[src/rtl/ne_fp_shf_pipe.sv]
// Pipelined barrel shifter with valid/ready handshake and sticky-bit capture.
// The log2 shift network is split evenly across NUM_STG register stages, low shift bits first.
module ne_fp_shf_pipe #(
   parameter int BW_DATA = 33,
   parameter int BW_SF   = 6,
   parameter int SIGNED  = 0,
   parameter int NUM_STG = 2
) (
   input  logic               clk,
   input  logic               rst,
   input  logic               in_vld,
   output logic               in_rdy,
   input  logic [BW_DATA-1:0] a,
   input  logic [BW_SF-1:0]   s,
   input  logic               dir,
   output logic               out_vld,
   input  logic               out_rdy,
   output logic [BW_DATA-1:0] z,
   output logic               sticky
);

   localparam int LST = NUM_STG - 1;

   // One binary shift step; a step of BW_DATA or more leaves only fill.
   function automatic logic [BW_DATA-1:0] shf_dat(input logic [BW_DATA-1:0] d,
                                                   input int sh, input logic dr);
      logic                   fill;
      logic [2*BW_DATA-1:0]   ext;
      fill = (SIGNED != 0) && dr && d[BW_DATA-1];
      ext  = {{BW_DATA{fill}}, d};
      if (sh >= BW_DATA) begin
         shf_dat = {BW_DATA{fill}};
      end else if (!dr) begin
         shf_dat = d << sh;
      end else begin
         ext     = ext >> sh;
         shf_dat = ext[BW_DATA-1:0];
      end
   endfunction

   // Fill bits only reach the far end once the total shift covers the word, where
   // sticky must be OR(a) anyway; a signed fill equals a's MSB, so this stays exact.
   function automatic logic shf_stk(input logic [BW_DATA-1:0] d,
                                    input int sh, input logic dr);
      logic st;
      st = 1'b0;
      for (int j = 0; j < BW_DATA; j++) begin
         if (dr ? (j < sh) : (j >= BW_DATA - sh)) st = st | d[j];
      end
      return st;
   endfunction

   logic [NUM_STG-1:0] vld_q, vld_d, stk_q, stk_d, adv;
   logic [BW_DATA-1:0] dat_q [NUM_STG];
   logic [BW_DATA-1:0] dat_d [NUM_STG];
   logic [BW_SF-1:0]   sft_q [NUM_STG];
   logic [BW_SF-1:0]   sft_d [NUM_STG];
   logic               dir_q [NUM_STG];
   logic               dir_d [NUM_STG];

   always_comb begin
      logic               rdy_acc;
      logic               vw, drw, stw;
      logic [BW_DATA-1:0] dw;
      logic [BW_SF-1:0]   sw;
      int                 kp;
      adv     = '0;
      vld_d   = vld_q;
      stk_d   = stk_q;
      dat_d   = dat_q;
      sft_d   = sft_q;
      dir_d   = dir_q;
      rdy_acc = out_rdy;
      for (int k = LST; k >= 0; k--) begin
         rdy_acc = !vld_q[k] || rdy_acc;
         adv[k]  = rdy_acc;
      end
      in_rdy = adv[0] && !rst;
      for (int k = 0; k < NUM_STG; k++) begin
         kp = (k == 0) ? 0 : k - 1;
         if (k == 0) begin
            vw = in_vld && in_rdy; dw = a; sw = s; drw = dir; stw = 1'b0;
         end else begin
            vw = vld_q[kp]; dw = dat_q[kp]; sw = sft_q[kp]; drw = dir_q[kp]; stw = stk_q[kp];
         end
         for (int i = 0; i < BW_SF; i++) begin
            if (i >= k * BW_SF / NUM_STG && i < (k + 1) * BW_SF / NUM_STG && sw[i]) begin
               stw = stw | shf_stk(dw, 1 << i, drw);
               dw  = shf_dat(dw, 1 << i, drw);
            end
         end
         if (adv[k]) begin
            vld_d[k] = vw;
            dat_d[k] = dw;
            sft_d[k] = sw;
            dir_d[k] = drw;
            stk_d[k] = stw;
         end
      end
   end

   always_ff @(posedge clk) begin
      if (rst) begin
         vld_q <= '0;
         stk_q <= '0;
         for (int k = 0; k < NUM_STG; k++) begin
            dat_q[k] <= '0;
            sft_q[k] <= '0;
            dir_q[k] <= 1'b0;
         end
      end else begin
         vld_q <= vld_d;
         stk_q <= stk_d;
         for (int k = 0; k < NUM_STG; k++) begin
            dat_q[k] <= dat_d[k];
            sft_q[k] <= sft_d[k];
            dir_q[k] <= dir_d[k];
         end
      end
   end

   assign out_vld = vld_q[LST];
   assign z       = dat_q[LST];
   assign sticky  = stk_q[LST];

endmodule

[config.mk]
export PLATFORM = sky130hd
export DESIGN_NAME = ne_fp_shf_pipe
export DESIGN_NICKNAME = d
export VERILOG_FILES = /design/src/rtl/ne_fp_shf_pipe.sv
export SDC_FILE = /design/constraint.sdc
export NUM_CORES = 1
export LEC_CHECK = 0
export ABC_AREA = 0
export CORE_UTILIZATION = 53
export CTS_CLUSTER_SIZE = 30
export DETAILED_ROUTE_END_ITERATION = 6
export GPL_TIMING_DRIVEN = 0
export PLACE_DENSITY = 0.88
export RECOVER_POWER = 100
export REMOVE_ABC_BUFFERS = 1
export SYNTH_ARGS = -nofsm -noshare
export SYNTH_HDL_FRONTEND = slang
export SYNTH_SLANG_ARGS = --single-unit
[constraint.sdc]
create_clock -name clk -period 2.7 [get_ports clk]
set_input_delay 0.405 -clock clk [delete_from_list [all_inputs] [get_ports clk]]
set_output_delay 0.405 -clock clk [all_outputs]
set_load 0.01 [all_outputs]
# == Yosys cells after proc, flatten, opt, wreduce, memory -nomap -nowiden ==
# Index checks and enable logic that the tools add are counted.
# word_totals
wordCells,287
in_bits,44
regBits,77
# classes
n_reduce_logical,7
mux,178
n_bitwise,94
# op_table
cell,n
$mux 33,12
$mux 1,166
$or 1x1->1,94
$logic_not 1->1,3
$logic_and 1x1->1,2
$logic_or 1x1->1,2

# == Logic depth before layout (Yosys ltp) ==
# depth
word_depth,101
depth_mapped,12
depth_no_buf,7

# == Worst setup path before layout ==
# OpenSTA, ideal clock, no wires.
# synth_path
path_kind,reg-to-reg
from,reg sft_q[9] (netlist bit)
to,reg stk_q[1]
path_slack_ns,0.279
t_required_ns,2.567
arrival_time_ns,2.288
setup_time_ns,0.133
path_stages_with_launch,9
period_less_slack_ns,2.421
cell_sequence,dfxtp_1 -> buf_6 -> mux2i_1 -> nor2_1 -> a211o_1 -> or4_1 -> or4_1 -> o31ai_1 -> a211oi_1
# synth_via
elab_chain_len,100
elab_cells_between_ends,170
# synth_lines
item,line_no,rtl
from (decl),56,logic [BW_SF-1:0] sft_q [NUM_STG];
"from (signal, indexed assignment)",116,sft_q[k] <= sft_d[k];
$mux 33,87,if (i >= k * BW_SF / NUM_STG && i < (k + 1) * BW_SF / NUM_STG && sw[i]) begin
$mux 1,48,if (dr ? (j < sh) : (j >= BW_DATA - sh)) st = st | d[j];
$mux 1,87,
$or 1x1->1,48,
$mux 1,48,
$mux 1,87,
$or 1x1->1,48,
$mux 1,48,
[... 84 more ...],-,
$mux 1,87,
$or 1x1->1,48,
$mux 1,48,
$mux 1,87,
$or 1x1->1,88,"stw = stw | shf_stk(dw, 1 << i, drw);"
$mux 1,87,
$or 1x1->1,88,
$mux 1 (*),87,
to (signal assigned),113,stk_q <= stk_d;
to (decl),53,"logic [NUM_STG-1:0] vld_q, vld_d, stk_q, stk_d, adv;"
# Mark *: on every way between the ends. The rest lies on a longest branch, timed or not. The select of a mux whose other input is x is not followed.
# A chain may end at the register's enable or synchronous reset.

# == Worst setup path in the final report ==
# Ends and elaborated chain as after synthesis.

==> results.toml <==
[floorplanning]
start_util = 0.5443
coreArea_sq_mm = 0.01206
die_area_sq_mm = 0.01284
io_pins = 80
die_h_microns = 113.3
die_x_microns = 113.3
rows = 40

[power]
p_leak_nw = 3.002
vdd_drop_max_uv = 304.5
p_per_area_mw_per_mm2 = 475.4

[global_routing]
grt_usage = 0.2943
grt_pass1_wl_microns = 30520
grt.overflow.total = 0
grt_max_degree = 83
grt_pass1_vias = 5977
antenna_found_initial = 0

[logic_synthesis]
synth_area_leaders = "dfxtp_1 (23%), mux2i_1 (11%), nor2_1 (8.9%), mux2_2 (4.5%), a21oi_1 (4.3%)"
yosys.area_share.simple = 0.2319
netlist.area_leader.share = 0.2257
synth_compound_area_frac = 0.2548
synth_edf_count = 0
synth_top_family_by_area = "compound AO/OA/AOI/OAI gates"
ys_types = 64
netlist_area_sq_mm = 0.006565
synthArstFlopShare = 0
synth.yosys.seq_area_share = 0.2257
yosysTopAreaCell = "dfxtp_1"
synth_warnings = 0
muxShareOfSynthArea = 0.1938
yosys_register_bits = 74
ys_top_cells_by_count = "nor2_1 (155), dfxtp_1 (74), mux2i_1 (72)"
synth_area_per_cell_sq_um = 7.486
yosysMostFrequentCell = "nor2_1"
synth_cells = 877
synth_xor_area_frac = 0
synthAdderAreaFrac = 0
synth_ff_type = "dfxtp_1"

[finish]
layout-drive-gt1-share = 0.1204
multi_input_area_sq_mm = 0.004521
antenna_cells = 0
nFillCells = 1013
fin_nets = 929
fin_area_sq_mm = 0.007727
seq_area_sq_mm = 0.001493
instances_no_fill = 1057
syn_to_final_growth_pct = 17.71

[critical_path]
cp_slowest_cell = "nor4_1"
cp_max_fo = 5
slowest_delay_ns = 0.51
crit_type = "register to register"
arrival_ns = 3.18
required_ns = 2.89
critPathCaptureType = "register"
worstPathCellList = "buf_6, clkbuf_16, nor2b_4, buf_12, a211o_1, nor4_1, nand4b_1, or4_4, o31ai_2, a211oi_1"
cp-start-kind = "register"
path_delay_family = "simple AND/OR/NAND/NOR gates"
path_buf_inv = 3

[detailed_routing]
wl_microns = 20590
vias = 7084
detail_route.wl_per_cell_microns = 19.47
drc = 0
ant_nets = 0
drt_first_pass_iters = 5
vias_per_cell = 6.702
drtIter0Drc = 724

[clocking]
numCtsBuffers = 9
cts_tree = "built"
cts_htree_levels = 3
cts-root-buf = "clkbuf_16"
cts_sinks = 74
clk_latency_ns = 0.34
clk_path_buf_depth = 2
clkTransAtPathRegs_ns = 0.06

[timing]
rsz0062_at_grt = "true"
fmax_mhz = 334.2
setup_slack_ns = -0.2921
drv_slew = 0
fin_crit_sh = 1.108
hold_violations = 0
relSlewSlack = 0.3603
finClkSkew_ns = 0.006961
post-route-min-period_ns = 2.992
setup_violations = 1
tightest_slew_ns = 0.9585
tns_ns = -0.2921

[placement]
routabilityCongestion = 0.9556
dp_hpwl_microns = 12940
place.port_buffers = 79
dp_cells = 1018
place_area_sq_mm = 0.007076

[outcome]
failed_checks = "negative setup slack"
status = "finished, violations left"

[worst_hold_path]
hp-class = "register to register"

[flow_run]
maxCapViolCount = 0
final timing paths:
check                                            from                     to  slack, ns  cells past startpoint
worst min register to register     z[24]$_SDFFE_PP0P_     z[24]$_SDFFE_PP0P_       0.45                      2
worst max register to register  sft_q[9]$_SDFFE_PP0N_  stk_q[1]$_SDFFE_PP0P_      -0.29                     10
worst max-delay path            sft_q[9]$_SDFFE_PP0N_  stk_q[1]$_SDFFE_PP0P_      -0.29                     10
worst min-delay path               z[24]$_SDFFE_PP0P_     z[24]$_SDFFE_PP0P_       0.45                      2
state kept, by name, summed over array words and instances (netlist names):
| signal | cells |
|---|---|
| z | 33 |
| dir_q | 1 |
| dat_q | 33 |
| vld_q | 2 |
| sft_q | 3 |
| stk_q | 2 |
timing repair:
action,4_1_cts,5_1_grt
endpoints found under the setup margin,27,6
gates resized for setup,19,10
setup buffers,0,20
pin swaps,0,6
gates cloned,1,2
hold buffers,0,0
kinds of logic (layout without fill, tap and decap cells):
| family | count (synthesis) | after routing |
|---|---|---|
| AND/OR/NAND/NOR | 326 | 326 |
| AO/OA/AOI/OAI | 246 | 246 |
| buffers and inverters | 121 | 133 |
| multiplexers | 110 | 110 |
| flip-flops | 74 | 74 |
where the power goes:
group | internal [mW] | switching, mW | total [mW]
Combinational | 0.518 | 0.613 | 1.13
Sequential | 1.17 | 0.141 | 1.31
Clock | 0.784 | 0.444 | 1.23
Total | 2.47 | 1.20 | 3.67
worst register-to-register path, delay by kind of cell (launching register included):
kind,cells,cell delay [ns]
buffers and inverters,3,0.43
AO/OA/AOI/OAI,3,0.59
AND/OR/NAND/NOR,4,1.46
flip-flops,1,0.36
cell usage in the layout (no fill, tap or decap), drive strengths merged, types with 27 or more instances in the layout:
| cell type | count |
|---|---|
| mux2i | 72 |
| mux2 | 27 |
| clkdlybuf4s50 | 39 |
| nand2 | 64 |
| o21ai | 35 |
| nor2 | 155 |
| a21oi | 56 |
| dlygate4sd3 | 35 |
| a22oi | 27 |
| dfxtp | 74 |
| buf | 31 |
area by class of cell:
type,count,share of cell area
Clock buffer,13,0.03497
Clock inverter,2,0.004534
Inverter,10,0.005829
Multi-Input combinational cell,682,0.5850
Sequential cell,74,0.1932
Tap cell,168,0.02720
Timing Repair Buffer,107,0.1483
Timing Repair inverter,1,0.0009715
metrics by stage:
| stage | util | setup WS [ns] | power (mW) | hold WS [ns] |
|---|---|---|---|---|
| 5_1_grt | 0.6407 | -0.2431 | 3.808 | 0.4651 |
| 6_report | 0.6407 | -0.2921 | 3.673 | 0.4484 |
| 3_5_place_dp | 0.5866 | -1.149 | 2.355 | 0.4464 |
| 4_1_cts | 0.6165 | -0.2281 | 3.564 | 0.4538 |
| 2_1_floorplan | - | -1.047 | 1.933 | 0.4543 |
| 3_3_place_gp | 0.5794 | -3.571 | 2.339 | 0.4421 |
routing by layer:
metal	share of wire	global-route usage
met5	0	0
met4	0.051	0.1289
met3	0.096	0.04821
met2	0.46	0.4765
met1	0.40	0.3865
Power figures use the tool's default switching activity.
